**src/rtl/fifo_spi_burst_sequencer_if.sv**
```systemverilog
// FIFO read port and SPI serializer load port seen by the burst sequencer.
// master = sequencer side, slave = FIFO/serializer side.
interface fifo_spi_burst_sequencer_if #(
    parameter int DATA_WIDTH = 32,
    parameter int PTR_WIDTH  = 8
);
    logic [PTR_WIDTH:0]    fifo_count;
    logic                  fifo_empty;
    logic [DATA_WIDTH-1:0] fifo_rdata;
    logic                  fifo_rd_en;
    logic [DATA_WIDTH-1:0] spi_data;
    logic                  spi_start;
    logic                  spi_done;

    modport master (
        input  fifo_count, fifo_empty, fifo_rdata, spi_done,
        output fifo_rd_en, spi_data, spi_start
    );

    modport slave (
        output fifo_count, fifo_empty, fifo_rdata, spi_done,
        input  fifo_rd_en, spi_data, spi_start
    );
endinterface

```
**src/rtl/fifo_spi_burst_sequencer.sv**
```systemverilog
// Drains whole bursts from the sample FIFO into the SPI serializer, framed by cs_n.
// Optional spi_done watchdog in SHIFT: define FIFO_SEQ_TIMEOUT_EN.
module fifo_spi_burst_sequencer #(
    parameter int DATA_WIDTH     = 32,
    parameter int PTR_WIDTH      = 8,
    parameter int BURST_WIDTH    = 8,
    parameter int GAP_CYCLES     = 4,
    parameter int TIMEOUT_CYCLES = 1024
) (
    input  logic                   clk,
    input  logic                   rst,
    input  logic                   enable,
    input  logic [BURST_WIDTH-1:0] burst_len,
    fifo_spi_burst_sequencer_if.master bus,
    output logic                   cs_n,
    output logic                   busy,
    output logic                   burst_done,
    output logic                   seq_err
);
    localparam logic [2:0] S_IDLE  = 3'd0;
    localparam logic [2:0] S_POP   = 3'd1;
    localparam logic [2:0] S_LOAD  = 3'd2;
    localparam logic [2:0] S_SHIFT = 3'd3;
    localparam logic [2:0] S_GAP   = 3'd4;
    localparam int GW = $clog2(GAP_CYCLES + 1);

    logic [2:0]             state;
    logic [BURST_WIDTH-1:0] remaining;
    logic [GW-1:0]          gap_cnt;
    logic [PTR_WIDTH:0]     count;
    logic                   start_ok;
    logic                   tmo_hit;

    assign count    = bus.fifo_count;
    assign start_ok = enable && (burst_len != '0) &&
                      (int'(count) >= int'(burst_len));

    assign bus.fifo_rd_en = (state == S_POP) && !bus.fifo_empty;
    assign busy           = (state != S_IDLE);

`ifdef FIFO_SEQ_TIMEOUT_EN
    localparam int TW = $clog2(TIMEOUT_CYCLES + 1);
    logic [TW-1:0] tmo_cnt;

    // Counts SHIFT cycles without spi_done; cleared in every other state.
    always_ff @(posedge clk) begin
        if (rst || state != S_SHIFT || bus.spi_done)
            tmo_cnt <= '0;
        else
            tmo_cnt <= tmo_cnt + 1'b1;
    end

    assign tmo_hit = (state == S_SHIFT) && !bus.spi_done &&
                     (tmo_cnt == TW'(TIMEOUT_CYCLES - 1));
`else
    assign tmo_hit = 1'b0;
`endif

    always_ff @(posedge clk) begin
        if (rst) begin
            state         <= S_IDLE;
            remaining     <= '0;
            gap_cnt       <= '0;
            bus.spi_data  <= '0;
            bus.spi_start <= 1'b0;
            cs_n          <= 1'b1;
            burst_done    <= 1'b0;
            seq_err       <= 1'b0;
        end else begin
            bus.spi_start <= 1'b0;
            burst_done    <= 1'b0;
            seq_err       <= 1'b0;
            unique case (state)
                S_IDLE: begin
                    if (start_ok) begin
                        remaining <= burst_len;
                        cs_n      <= 1'b0;
                        state     <= S_POP;
                    end
                end
                S_POP: begin
                    if (bus.fifo_empty)
                        seq_err <= 1'b1;
                    else
                        state <= S_LOAD;
                end
                S_LOAD: begin
                    // Data and start leave together so the serializer loads a stable word.
                    bus.spi_data  <= DATA_WIDTH'(bus.fifo_rdata);
                    bus.spi_start <= 1'b1;
                    if (remaining != '0)
                        remaining <= remaining - 1'b1;
                    state <= S_SHIFT;
                end
                S_SHIFT: begin
                    if (tmo_hit) begin
                        seq_err <= 1'b1;
                        cs_n    <= 1'b1;
                        gap_cnt <= GW'(GAP_CYCLES - 1);
                        state   <= S_GAP;
                    end else if (bus.spi_done) begin
                        if (remaining == '0) begin
                            burst_done <= 1'b1;
                            cs_n       <= 1'b1;
                            gap_cnt    <= GW'(GAP_CYCLES - 1);
                            state      <= S_GAP;
                        end else begin
                            state <= S_POP;
                        end
                    end
                end
                S_GAP: begin
                    if (gap_cnt == '0)
                        state <= S_IDLE;
                    else
                        gap_cnt <= gap_cnt - 1'b1;
                end
                default: state <= S_IDLE;
            endcase
        end
    end
endmodule

```
**src/flat_wrapper.sv**
```systemverilog
// flat-port wrapper written by rule: the top's interface ports become plain ports
module fifo_spi_burst_sequencer_flat 
#(
    parameter int DATA_WIDTH     = 32,
    parameter int PTR_WIDTH      = 8,
    parameter int BURST_WIDTH    = 8,
    parameter int GAP_CYCLES     = 4,
    parameter int TIMEOUT_CYCLES = 1024
)
  (clk, rst, enable, burst_len, cs_n, busy, burst_done, seq_err, bus_fifo_count, bus_fifo_empty, bus_fifo_rdata, bus_spi_done, bus_fifo_rd_en, bus_spi_data, bus_spi_start);
  fifo_spi_burst_sequencer_if #(.DATA_WIDTH(DATA_WIDTH), .PTR_WIDTH(PTR_WIDTH)) bus_i ();
  input  logic clk;
  input  logic rst;
  input  logic enable;
  input  logic [BURST_WIDTH-1:0] burst_len;
  output logic cs_n;
  output logic busy;
  output logic burst_done;
  output logic seq_err;
  input wire logic [$bits(bus_i.fifo_count)-1:0] bus_fifo_count;
  input wire logic [$bits(bus_i.fifo_empty)-1:0] bus_fifo_empty;
  input wire logic [$bits(bus_i.fifo_rdata)-1:0] bus_fifo_rdata;
  input wire logic [$bits(bus_i.spi_done)-1:0] bus_spi_done;
  output wire logic [$bits(bus_i.fifo_rd_en)-1:0] bus_fifo_rd_en;
  output wire logic [$bits(bus_i.spi_data)-1:0] bus_spi_data;
  output wire logic [$bits(bus_i.spi_start)-1:0] bus_spi_start;
  assign bus_i.fifo_count = bus_fifo_count;
  assign bus_i.fifo_empty = bus_fifo_empty;
  assign bus_i.fifo_rdata = bus_fifo_rdata;
  assign bus_i.spi_done = bus_spi_done;
  assign bus_fifo_rd_en = bus_i.fifo_rd_en;
  assign bus_spi_data = bus_i.spi_data;
  assign bus_spi_start = bus_i.spi_start;
  fifo_spi_burst_sequencer #(.DATA_WIDTH(DATA_WIDTH), .PTR_WIDTH(PTR_WIDTH), .BURST_WIDTH(BURST_WIDTH), .GAP_CYCLES(GAP_CYCLES), .TIMEOUT_CYCLES(TIMEOUT_CYCLES)) u_core (.clk(clk), .rst(rst), .enable(enable), .burst_len(burst_len), .bus(bus_i), .cs_n(cs_n), .busy(busy), .burst_done(burst_done), .seq_err(seq_err));
endmodule
```
**config.mk**
```make
export PLATFORM = sky130hd
export DESIGN_NAME = fifo_spi_burst_sequencer_flat
export DESIGN_NICKNAME = d
export VERILOG_FILES = /design/src/rtl/fifo_spi_burst_sequencer_if.sv /design/src/rtl/fifo_spi_burst_sequencer.sv /design/src/flat_wrapper.sv
export SDC_FILE = /design/constraint.sdc
export NUM_CORES = 1
export LEC_CHECK = 0
export CORE_MARGIN = 4
export CORE_UTILIZATION = 43
export DETAILED_ROUTE_END_ITERATION = 10
export PLACE_DENSITY = 0.8
export SKIP_CTS_REPAIR_TIMING = 1
export SLEW_MARGIN = 15
export SYNTH_ARGS = -nofsm -noshare
export SYNTH_HDL_FRONTEND = slang
export SYNTH_SLANG_ARGS = --single-unit
```
**constraint.sdc**
```tcl
create_clock -name clk -period 2.5 [get_ports clk]
set_clock_uncertainty 0.1 [all_clocks]
set_input_delay 0.5 -clock clk [delete_from_list [all_inputs] [get_ports clk]]
set_output_delay 0.5 -clock clk [all_outputs]
set_load 0.02 [all_outputs]
```
==> flow_metrics.tcl <==
set metrics [dict create \
    clkTransAtPathRegs_ns 0.09 \
    syn_nets 362 \
    place_congestion 0.916 \
    synth-seq-cells 50 \
    grt_pass1_wl_um 10400 \
    dpl_cell_area_um2 3330 \
    synth-warning-count 0 \
    synth_most_common_cell "nand2_1" \
    overflow 0 \
    grt_start_max_net_pins 38 \
    dr.pass1.iters 4 \
    maxCapViolations 0 \
    irDropWorstVdd_v 0.000327 \
    end_kind "flip-flop" \
    areaGrowthSynthToFinish_pct 51.6 \
    whs_ns 0.357 \
    root_buffer "clkbuf_8" \
    cts_made_buffers 5 \
    n_antenna_cell 0 \
    synth_flop_cell "dfxtp_1" \
    grt_usage 0.195 \
    route.detailed.drc 0 \
    status "finished, final reports clean" \
    io_buffers 91 \
    cts_tree "done" \
    hold_violations 0 \
    yosysTopAreaCellShare 0.437 \
    slowest_delay_ns 0.48 \
    maxSlewHeadroom 0.669 \
    htreeDepth 2 \
    worst_slew_pin_slew_ns 0.496 \
    antenna_found_initial 0 \
    cp_cell_sequence "clkdlybuf4s50_1 -> inv_1 -> ha_1 -> nand3_1 -> a31oi_2 -> o211ai_2 -> and2_4 -> a311o_2" \
    slew_viol_final 0 \
    worstPathArrival_ns 2.50 \
    setup_violations 0 \
    max_freq_mhz 414 \
    preCtsSetupSlack_ns -0.261 \
    p_leak_nw 1.30 \
    final_util 0.676 \
    dp.final_hpwl_um 4680 \
    synthTopCellsByArea "dfxtp_1 44%, nand2_1 12%, a21oi_1 9.8%" \
    crit_buf_inv 2 \
    clock_latency_ns 0.29 \
    drive_above_1_share 0.0840 \
    power_w 0.00196 \
    syn_avg_cell_area_um2 7.74 \
    seq_area_frac_synth 0.437 \
    ios 92 \
    coreArea_um2 5140 \
    design_area_um2 3470 \
    required_ns 2.58 \
    synth_cell_type_count 36 \
    start_util 0.446 \
    die_y_um 81.0 \
    synth_top_area_cell "dfxtp_1" \
    postSynth.asyncResetShare 0 \
    clkSinkCount 50 \
    die_x_um 81.0 \
    crit_type "in2reg" \
    period_minus_slack_ns 2.41 \
    cp_slowest_cell "clkdlybuf4s50_1" \
    finalWirelength_um 6320 \
    drtAntennaViolNets 0 \
    fin_ws_ns 0.0865 \
    fin_nets 458 \
    crit_fanout 8 \
    critPathTopFamily "compound AO/OA/AOI/OAI gates" \
    cp-start-kind "input port" \
    via_per_inst 5.12 \
    first_iter_violations 161 \
    die_area_um2 6560 \
    synth_area_um2 2290 \
    rows 26 \
    grt_pass1_vias 2342 \
    synth_edf_count 0 \
    wl_per_cell_um 13.6 \
    postSynthCellCount 296 \
    min_path_type "reg2reg" \
    synth_common_cells "76 x nand2_1, 50 x dfxtp_1, 45 x a21oi_1" \
    p_per_area_nw_per_um2 565 \
    vias 2372 \
    timing.final.crit_share 0.965 \
    fillers 463 \
    clockBufferDepth 2 \
]
cell usage in the layout, fill, tap and decap left out, types with 2 or more instances in the layout:
cell | synthesis | routed
nor2_1 | 17 | 17
a31oi_1 | 5 | 4
inv_1 | 18 | 18
a22oi_1 | 3 | 3
a221oi_1 | 3 | 2
buf_4 | 0 | 15
ha_1 | 12 | 12
nand3_1 | 4 | 4
and2_1 | 2 | 2
nor3_1 | 10 | 9
dfxtp_1 | 50 | 50
clkbuf_8 | 0 | 5
o21ai_0 | 2 | 2
and3_1 | 3 | 3
nand2_1 | 76 | 76
a21oi_1 | 45 | 45
or4_1 | 2 | 2
o32ai_1 | 6 | 5
nand2b_1 | 3 | 3
clkdlybuf4s50_1 | 0 | 90
power by group:
part	internal, W	total, W	switching [W]
logic	0.000253	0.000516	0.000264
registers	0.000846	0.000888	0.0000425
clock network	0.000299	0.000559	0.000260
total	0.00140	0.00196	0.000566
per-layer routing:
| layer | vias up | global-route usage | routed length, um |
|---|---|---|---|
| met5 | - | 0 | 0 |
| met4 | 0 | 0.0439 | 51 |
| met3 | 5 | 0.0654 | 611 |
| met2 | 80 | 0.329 | 2890 |
| met1 | 1085 | 0.240 | 2760 |
| li1 | 1202 | - | - |
worst paths after layout:
| path | from | to | slack, ns | cells after the start |
|---|---|---|---|---|
| setup / recovery | burst_len[7] | u_core.remaining[0]$_SDFFE_PP0P_ | 0.09 | 8 |
| hold / removal | u_core.bus.spi_data[14]$_SDFFE_PP0P_ | u_core.bus.spi_data[14]$_SDFFE_PP0P_ | 0.36 | 2 |
| setup reg to reg | u_core.remaining[0]$_SDFFE_PP0P_ | u_core.remaining[0]$_SDFFE_PP0P_ | 0.45 | 6 |
| hold reg to reg | u_core.bus.spi_data[14]$_SDFFE_PP0P_ | u_core.bus.spi_data[14]$_SDFFE_PP0P_ | 0.36 | 2 |
metrics by stage:
stage | setup TNS [ns] | std cells
after global routing | -0.0112 | 463
after detailed placement | -1.46 | 455
after CTS | 0 | 463
final | 0 | 463
after global placement | -1.09 | 455
after floorplan | 0 | 296
worst reg2reg max path, stage by stage (launching register included):
cell	delay, ns
dfxtp_1	0.45
inv_1	0.12
ha_1	0.21
nand4b_1	0.20
nand2_1	0.25
and2_4	0.25
a311o_2	0.37
cell type report:
type                       instances  area (um^2)  share of cell area
inverter                          18         67.6              0.0195
clock buffer                       6         72.6              0.0209
timing repair buffer             106         1020               0.293
tap                               70         87.6              0.0252
clock inverter                     2         37.5              0.0108
multi-input combinational        211         1190               0.342
sequential                        50         1000               0.288
flip-flops by register name (all words and copies together) (netlist names):
signal and flops:
u_core.burst_done 1, u_core.bus.spi_data 32, u_core.bus.spi_start 1, u_core.cs_n 1, u_core.gap_cnt 3, u_core.remaining 8
u_core.seq_err 1, u_core.state 3
cell families after synthesis:
group / after synthesis / synth area share
compound gates: 75 / 0.202
fa+ha+maj: 12 / 0.0655
flops: 50 / 0.437
xor+xnor: 1 / 0.00382
buf+inv: 35 / 0.0606
simple gates: 123 / 0.232
No activity file was read; power rests on OpenSTA's default activity.
